[src/rtl/mips_pkg.sv]
// mips_pkg: shared widths, ALU opcodes and forwarding-select encodings for the EX stage
package mips_pkg;
  localparam int DW = 8;
  localparam int IW = 19;
  typedef enum logic [2:0] {
    OP_ADD = 3'b000,
    OP_SUB = 3'b001,
    OP_AND = 3'b010,
    OP_OR  = 3'b011,
    OP_NOP = 3'b100,
    OP_XOR = 3'b101,
    OP_SHL = 3'b110,
    OP_SHR = 3'b111
  } alu_op_e;
  localparam logic [1:0] FWD_NONE  = 2'b00;
  localparam logic [1:0] FWD_EXMEM = 2'b01;
  localparam logic [1:0] FWD_MEMWB = 2'b10;
  function automatic logic [DW-1:0] fwd_mux(input logic [1:0] sel, input logic [DW-1:0] reg_val,
                                            input logic [DW-1:0] exmem, input logic [DW-1:0] memwb);
    return sel == FWD_EXMEM ? exmem : sel == FWD_MEMWB ? memwb : reg_val;
  endfunction
endpackage

[src/rtl/ex_alu.sv]
// ex_alu: combinational 8-bit ALU
//   A, B       in  operands
//   C          in  current carry flag
//   use_carry  in  add carry / subtract borrow-in from C
//   op         in  ALU operation
//   result     out 8-bit result (wraps modulo 256)
//   carry_out  out carry (ADD), borrow (SUB), shifted-out bit (SHL/SHR), else 0
//   zero       out result == 0
module ex_alu
  import mips_pkg::*;
(
  input  logic [DW-1:0] A,
  input  logic [DW-1:0] B,
  input  logic          C,
  input  logic          use_carry,
  input  logic [2:0]    op,
  output logic [DW-1:0] result,
  output logic          carry_out,
  output logic          zero
);
  logic [DW:0] r9;
  logic [DW:0] cin;
  assign cin = {{DW{1'b0}}, use_carry & C};
  always_comb begin
    r9 = {1'b0, A};
    case (op)
      OP_ADD:  r9 = {1'b0, A} + {1'b0, B} + cin;
      OP_SUB:  r9 = {1'b0, A} - {1'b0, B} - cin;
      OP_AND:  r9 = {1'b0, A & B};
      OP_OR:   r9 = {1'b0, A | B};
      OP_XOR:  r9 = {1'b0, A ^ B};
      OP_SHL:  r9 = {A, 1'b0};
      OP_SHR:  r9 = {A[0], 1'b0, A[DW-1:1]};
      default: r9 = {1'b0, A};
    endcase
  end
  assign result    = r9[DW-1:0];
  assign carry_out = r9[DW];
  assign zero      = result == '0;
endmodule

[src/rtl/ex_stage.sv]
// ex_stage: pipeline execute stage with operand forwarding, C/Z flags and the EX/MEM register
//   clk, reset                       clock, synchronous active-high reset
//   ID_EX_*                          operands, instruction and decoded controls from ID/EX
//   fwd_A_sel, fwd_B_sel             forwarding selects (01 EX/MEM, 10 MEM/WB, else none)
//   MEM_WB_result                    writeback value for forwarding
//   EX_MEM_*                         registered results and pass-through controls
//   carry_flag, zero_flag            architectural flags
//   cond_out                         combinational branch condition (C, Z or 0)
// Forwarding muxes exist only when EX_FORWARDING_EN is defined; otherwise the
// forwarding ports are present but ignored.
module ex_stage
  import mips_pkg::*;
(
  input  logic          clk,
  input  logic          reset,
  input  logic [DW-1:0] ID_EX_A,
  input  logic [DW-1:0] ID_EX_B,
  input  logic [IW-1:0] ID_EX_instruction,
  input  logic          ID_EX_mem_write,
  input  logic          ID_EX_reg_write,
  input  logic          ID_EX_alu_use_carry,
  input  logic          ID_EX_alu_B_mux,
  input  logic          ID_EX_select_c,
  input  logic          ID_EX_select_z,
  input  logic          ID_EX_write_c,
  input  logic          ID_EX_write_z,
  input  logic [2:0]    ID_EX_alu_op,
  input  logic [1:0]    ID_EX_reg_write_mux,
  input  logic [1:0]    fwd_A_sel,
  input  logic [1:0]    fwd_B_sel,
  input  logic [DW-1:0] MEM_WB_result,
  output logic [DW-1:0] EX_MEM_result,
  output logic [DW-1:0] EX_MEM_B,
  output logic [IW-1:0] EX_MEM_instruction,
  output logic          EX_MEM_mem_write,
  output logic          EX_MEM_reg_write,
  output logic [1:0]    EX_MEM_reg_write_mux,
  output logic          carry_flag,
  output logic          zero_flag,
  output logic          cond_out
);
  logic [DW-1:0] op_a, reg_b, op_b, alu_res;
  logic          alu_c, alu_z, carry_d, zero_d, carry_q, zero_q;
  logic [DW-1:0] res_q, b_q;
  logic [IW-1:0] instr_q;
  logic          mw_q, rw_q;
  logic [1:0]    rwm_q;
`ifdef EX_FORWARDING_EN
  assign op_a  = fwd_mux(fwd_A_sel, ID_EX_A, res_q, MEM_WB_result);
  assign reg_b = fwd_mux(fwd_B_sel, ID_EX_B, res_q, MEM_WB_result);
`else
  logic unused_fwd;
  assign unused_fwd = ^{fwd_A_sel, fwd_B_sel, MEM_WB_result};
  assign op_a  = ID_EX_A;
  assign reg_b = ID_EX_B;
`endif
  assign op_b = ID_EX_alu_B_mux ? ID_EX_instruction[DW-1:0] : reg_b;
  ex_alu u_alu (
    .A         (op_a),
    .B         (op_b),
    .C         (carry_q),
    .use_carry (ID_EX_alu_use_carry),
    .op        (ID_EX_alu_op),
    .result    (alu_res),
    .carry_out (alu_c),
    .zero      (alu_z)
  );
  // NOP never touches the flags, even if the decoder raised write_c/write_z
  always_comb begin
    carry_d = ID_EX_write_c && ID_EX_alu_op != OP_NOP ? alu_c : carry_q;
    zero_d  = ID_EX_write_z && ID_EX_alu_op != OP_NOP ? alu_z : zero_q;
  end
  always_ff @(posedge clk) begin
    if (reset) begin
      res_q   <= '0;
      b_q     <= '0;
      instr_q <= '0;
      mw_q    <= 1'b0;
      rw_q    <= 1'b0;
      rwm_q   <= '0;
      carry_q <= 1'b0;
      zero_q  <= 1'b0;
    end else begin
      res_q   <= alu_res;
      b_q     <= reg_b;
      instr_q <= ID_EX_instruction;
      mw_q    <= ID_EX_mem_write;
      rw_q    <= ID_EX_reg_write;
      rwm_q   <= ID_EX_reg_write_mux;
      carry_q <= carry_d;
      zero_q  <= zero_d;
    end
  end
  assign EX_MEM_result        = res_q;
  assign EX_MEM_B             = b_q;
  assign EX_MEM_instruction   = instr_q;
  assign EX_MEM_mem_write     = mw_q;
  assign EX_MEM_reg_write     = rw_q;
  assign EX_MEM_reg_write_mux = rwm_q;
  assign carry_flag           = carry_q;
  assign zero_flag            = zero_q;
  assign cond_out             = ID_EX_select_c ? carry_q : ID_EX_select_z && zero_q;
endmodule

[config.mk]
export PLATFORM = sky130hd
export DESIGN_NAME = ex_stage
export DESIGN_NICKNAME = d
export VERILOG_FILES = /design/src/rtl/mips_pkg.sv /design/src/rtl/ex_alu.sv /design/src/rtl/ex_stage.sv
export SDC_FILE = /design/constraint.sdc
export NUM_CORES = 1
export LEC_CHECK = 0
export BUFFER_PORTS_ARGS = -buffer_cell sky130_fd_sc_hd__buf_2
export CAP_MARGIN = 10
export CORE_MARGIN = 3
export CORE_UTILIZATION = 34
export CTS_BUF_LIST = sky130_fd_sc_hd__clkbuf_4
export CTS_CLUSTER_SIZE = 24
export DETAILED_ROUTE_END_ITERATION = 12
export GPL_TIMING_DRIVEN = 0
export HOLD_SLACK_MARGIN = 0.1
export REMOVE_ABC_BUFFERS = 1
export SLEW_MARGIN = 20
export SYNTH_ARGS = -nofsm -noshare
export SYNTH_HDL_FRONTEND = slang
export SYNTH_SLANG_ARGS = --single-unit
[constraint.sdc]
create_clock -name clk -period 11.1 [get_ports clk]
set_input_delay 2.22 -clock clk [delete_from_list [all_inputs] [get_ports clk]]
set_output_delay 2.22 -clock clk [all_outputs]
set_load 0.1 [all_outputs]
* After elaboration in Yosys (flattened, before gate mapping) *
Cells that the tools add are included.

word-level totals
  output and inout port bits = 42
  register bits = 41
  input bits = 62

cells by class
  muxes and demuxes = 3
  add/subtract/negate cells = 4
  bitwise gates (word level) = 4
  eq/ne operators = 7
  reductions and logical operators = 5

operators by type and width
  cell                  number
  $pmux W9 S7           1
  $add A8 B8 Y9         1
  $add A9 B1 Y9         1
  $eq A3 B3 Y1 const B  3
  $sub A8 B8 Y9         1
  $sub A9 B1 Y9         1
  $and A8 B8 Y8         1
  $logic_not A8 Y1      1
  $mux W8               1
  $or A8 B8 Y8          1
  $xor A8 B8 Y8         1
  $eq A3 B2 Y1 const B  2
  $eq A3 B1 Y1 const B  1
  $logic_and A1 B1 Y1   3
  $logic_not A3 Y1      1
  $ne A3 B3 Y1 const B  1
  $and A1 B1 Y1         1
  $mux W1               1

* Depth between registers and ports, before layout *
  word-level depth = 5
  depth in mapped cells = 12
  gate-level depth less buffers = 11

* By module *
Synthesis repeated with hierarchy kept, for this count alone.

unflattened totals
  cell total of the unflattened synthesis = 322
  area, all modules = 2790.2 µm²

modules (own cells, without submodules)
  module    cells an instance  seq. area each (µm²)  area an instance (µm²)  instances
  ex_alu    217                0.0                   1536.5                  1
  ex_stage  105                820.8                 1253.7                  1

* Least setup slack after synthesis *
No wires, ideal clock.

  kind = input port to output port
  start = input ID_EX_select_z
  end = output cond_out
  arrival time = 4404 ps
  data required time = 8880 ps
  stages = 2
  slack = 4476 ps
  buffers on the path = 0
  cell sequence = nand2_1 o21ai_0

on the way
  longest elaborated chain between the ends = 2

ends and longest elaborated chain
  item                 line             text
  start: declaration   ex_stage.sv:24   input logic ID_EX_select_z,
  $logic_and A1 B1 Y1  ex_stage.sv:102  assign cond_out = ID_EX_select_c ? carry_q : ID_EX_select_z && zero_q;
  $mux W1              ex_stage.sv:102
  end: declaration     ex_stage.sv:40   output logic cond_out

Every way passes these cells.

* Worst setup path in the final report *
Ends and elaborated chain as after synthesis.

==> results.cfg <==
[run_status]
status = completed

[power]
p_total_w = 0.0004575
leakagePower_nw = 1.677
ir_drop_v = 0.00005470
p_per_area_nw_per_um2 = 133.0

[setup_path]
worst-path-max-fanout = 1
cp-end-kind = primary output
cp_cell_sequence = buf_2 > nand2_1 > o21ai_0 > buf_2
critPathKind = in -> out
cp_slowest_cell = buf_2
critPathArrivalTime_ps = 2890
crit_required_ps = 8880
cpPeakStageDelay_ps = 440
start_kind = input pin
crit_top_cell = buf_2

[detailed_routing]
antenna_left = 0
drt-pass1-iter-count = 4
wl_per_cell_microns = 14.97
drt-initial-drc-count = 136
vias = 2532
wl_mm = 7.513
post_drt_via_cell_ratio = 5.044
drc_errors = 0

[cts]
clk_pin_slew_worst_paths_ps = 110
cts_buffers = 5
clk_path_buf_depth = 2
h-tree-depth = 2
cts-root-buf = clkbuf_4
clk_latency_ps = 330
hold_buffers = 0
numClockSinks = 41
cts_setup_buffers = 0
cts_resized = 0
cts_tree = done

[global_routing]
grt_usage_pct = 15.49
grt_pass1_wl_mm = 12.12
grt_pass1_vias = 2476
grt_max_degree = 43
gr-total-overflow = 0
antenna_found_initial = 0

[synthesis]
synthDistinctLibCells = 56
avgSynthCellArea_sq_um = 9.011
syn_inst = 317
synth_edf_count = 0
ys.flop_type = dfxtp_1
yosys.area.top_type = dfxtp_1
ys_seq_elements = 41
synthTopCellsByArea = dfxtp_1 (29%), ha_1 (13%), nor2b_1 (7.9%)
synth_top_area_share_pct = 28.73
syn_area_sq_um = 2856
synth-seq-area-share_pct = 28.73
async_flop_share_pct = 0
synth_warnings = 0

[final_layout]
seq_area_sq_um = 820.8
final_cell_mix = buf_2 (91), dfxtp_1 (41), nor2b_1 (36), ha_1 (30), inv_1 (29)
synthToLayoutAreaGrowth_pct = 20.46
final_common_cell = buf_2
nets = 495
multiInputGateArea_sq_um = 1849
diodes = 0
drive_above_1_share_pct = 28.00
design_area_sq_um = 3441
fillers = 812

[floorplanning]
die_y_microns = 97.66
die_w_microns = 97.66
die-area_sq_um = 9537
fp.coreArea_sq_um = 7928
rows = 32
initial_core_util_pct = 36.03
io_pins = 104

[sta]
hold_violations = 0
skew_ps = 4.103
slew_violations = 0
tightest_slew_ps = 719.2
period_minus_slack_ps = 5114
finalCritPeriodShare_pct = 46.07
relSlewSlack_pct = 52.05
fmax_mhz = 195.6
rsz0062_at_grt = false
timing.setup.tns_ps = 0
setup_viol = 0

[place]
dp_hpwl_mm = 5.874
io_buffers = 91
globalplace.congestion = 0.8559
place_area_sq_um = 3362

[hold_path]
hold_class = reg -> reg

[run]
drv_cap = 0
## worst paths after layout
check                                     from        end  slack, ps  cells past startpoint
worst min register to register       zero_flag  zero_flag        540                      2
worst max-delay path            ID_EX_select_z   cond_out       5990                      4
worst min-delay path                 zero_flag  zero_flag        540                      2
worst max register to register      carry_flag  zero_flag       8200                     11
## logic make-up (layout without fill, tap and decap cells)
family | Yosys count | in the layout | synth area share, %
AND/OR/NAND/NOR | 99 | 99 | 19.27
AO/OA/AOI/OAI | 73 | 73 | 19.71
multiplexers | 18 | 18 | 7.665
adder cells (fa/ha/maj) | 34 | 34 | 15.94
flip-flops | 41 | 41 | 28.73
XOR/XNOR | 7 | 7 | 2.146
buffers and inverters | 45 | 128 | 6.526
## synth_stat cells, types with 3 or more instances
cell type / instances
nand2_1: 15
inv_1: 29
nand2b_1: 6
a31oi_1: 4
a311oi_1: 4
xnor2_1: 6
a21oi_1: 11
mux2i_1: 14
nor2b_1: 36
o221a_2: 3
dfxtp_1: 41
a22o_1: 3
nor2_1: 16
ha_1: 30
fa_1: 4
o21a_1: 6
or3_1: 3
nor3_1: 6
buf_2: 8
a221oi_1: 4
nand3b_1: 3
o22ai_1: 5
nor3b_1: 4
clkbuf_1: 6
mux4_2: 3
o21ai_0: 10
## state kept, by name, indices dropped and copies added, names as in the netlist
signal	cells
EX_MEM_instruction	19
EX_MEM_B	8
EX_MEM_mem_write	1
EX_MEM_reg_write_mux	2
EX_MEM_result	8
EX_MEM_reg_write	1
carry_flag	1
zero_flag	1
## power by group
part / switching, W / total, W / internal, W
Combinational: 0.000142 / 0.000205 / 0.0000633
Sequential: 0.00000219 / 0.000159 / 0.000157
Clock: 0.0000440 / 0.0000934 / 0.0000494
## final cells by class
cell class	count	area share, %
inverters	29	3.164
repair buffers	91	13.24
multi-input cells	231	53.75
clock buffers	6	1.309
flip-flops and latches	41	23.85
clock inverters	2	0.9818
well taps	102	3.709
## worst max-delay path, delay by kind of cell
family	cells	cell delay, ps
AND/OR/NAND/NOR	1	40
buffers and inverters	2	510
AO/OA/AOI/OAI	1	120
## stage by stage
stage / setup WS, ps / hold WS, ps / std cells / utilization [%]
3_3_place_gp: 5650 / 525.9 / 494 / 42.41
4_1_cts: 5971 / 546.0 / 502 / 43.40
3_5_place_dp: 5616 / 527.0 / 494 / 42.41
6_report: 5986 / 541.6 / 502 / 43.40
5_1_grt: 5850 / 570.3 / 502 / 43.40
2_1_floorplan: 4476 / 985.6 / 301 / -
## metal layers
| layer | GRT usage (%) | wire, microns |
|---|---|---|
| met3 | 2.728 | 523 |
| met2 | 24.46 | 3286 |
| met5 | 0 | 0 |
| met4 | 4.686 | 91 |
| met1 | 21.49 | 3612 |
(Power assumes the default switching activity.)
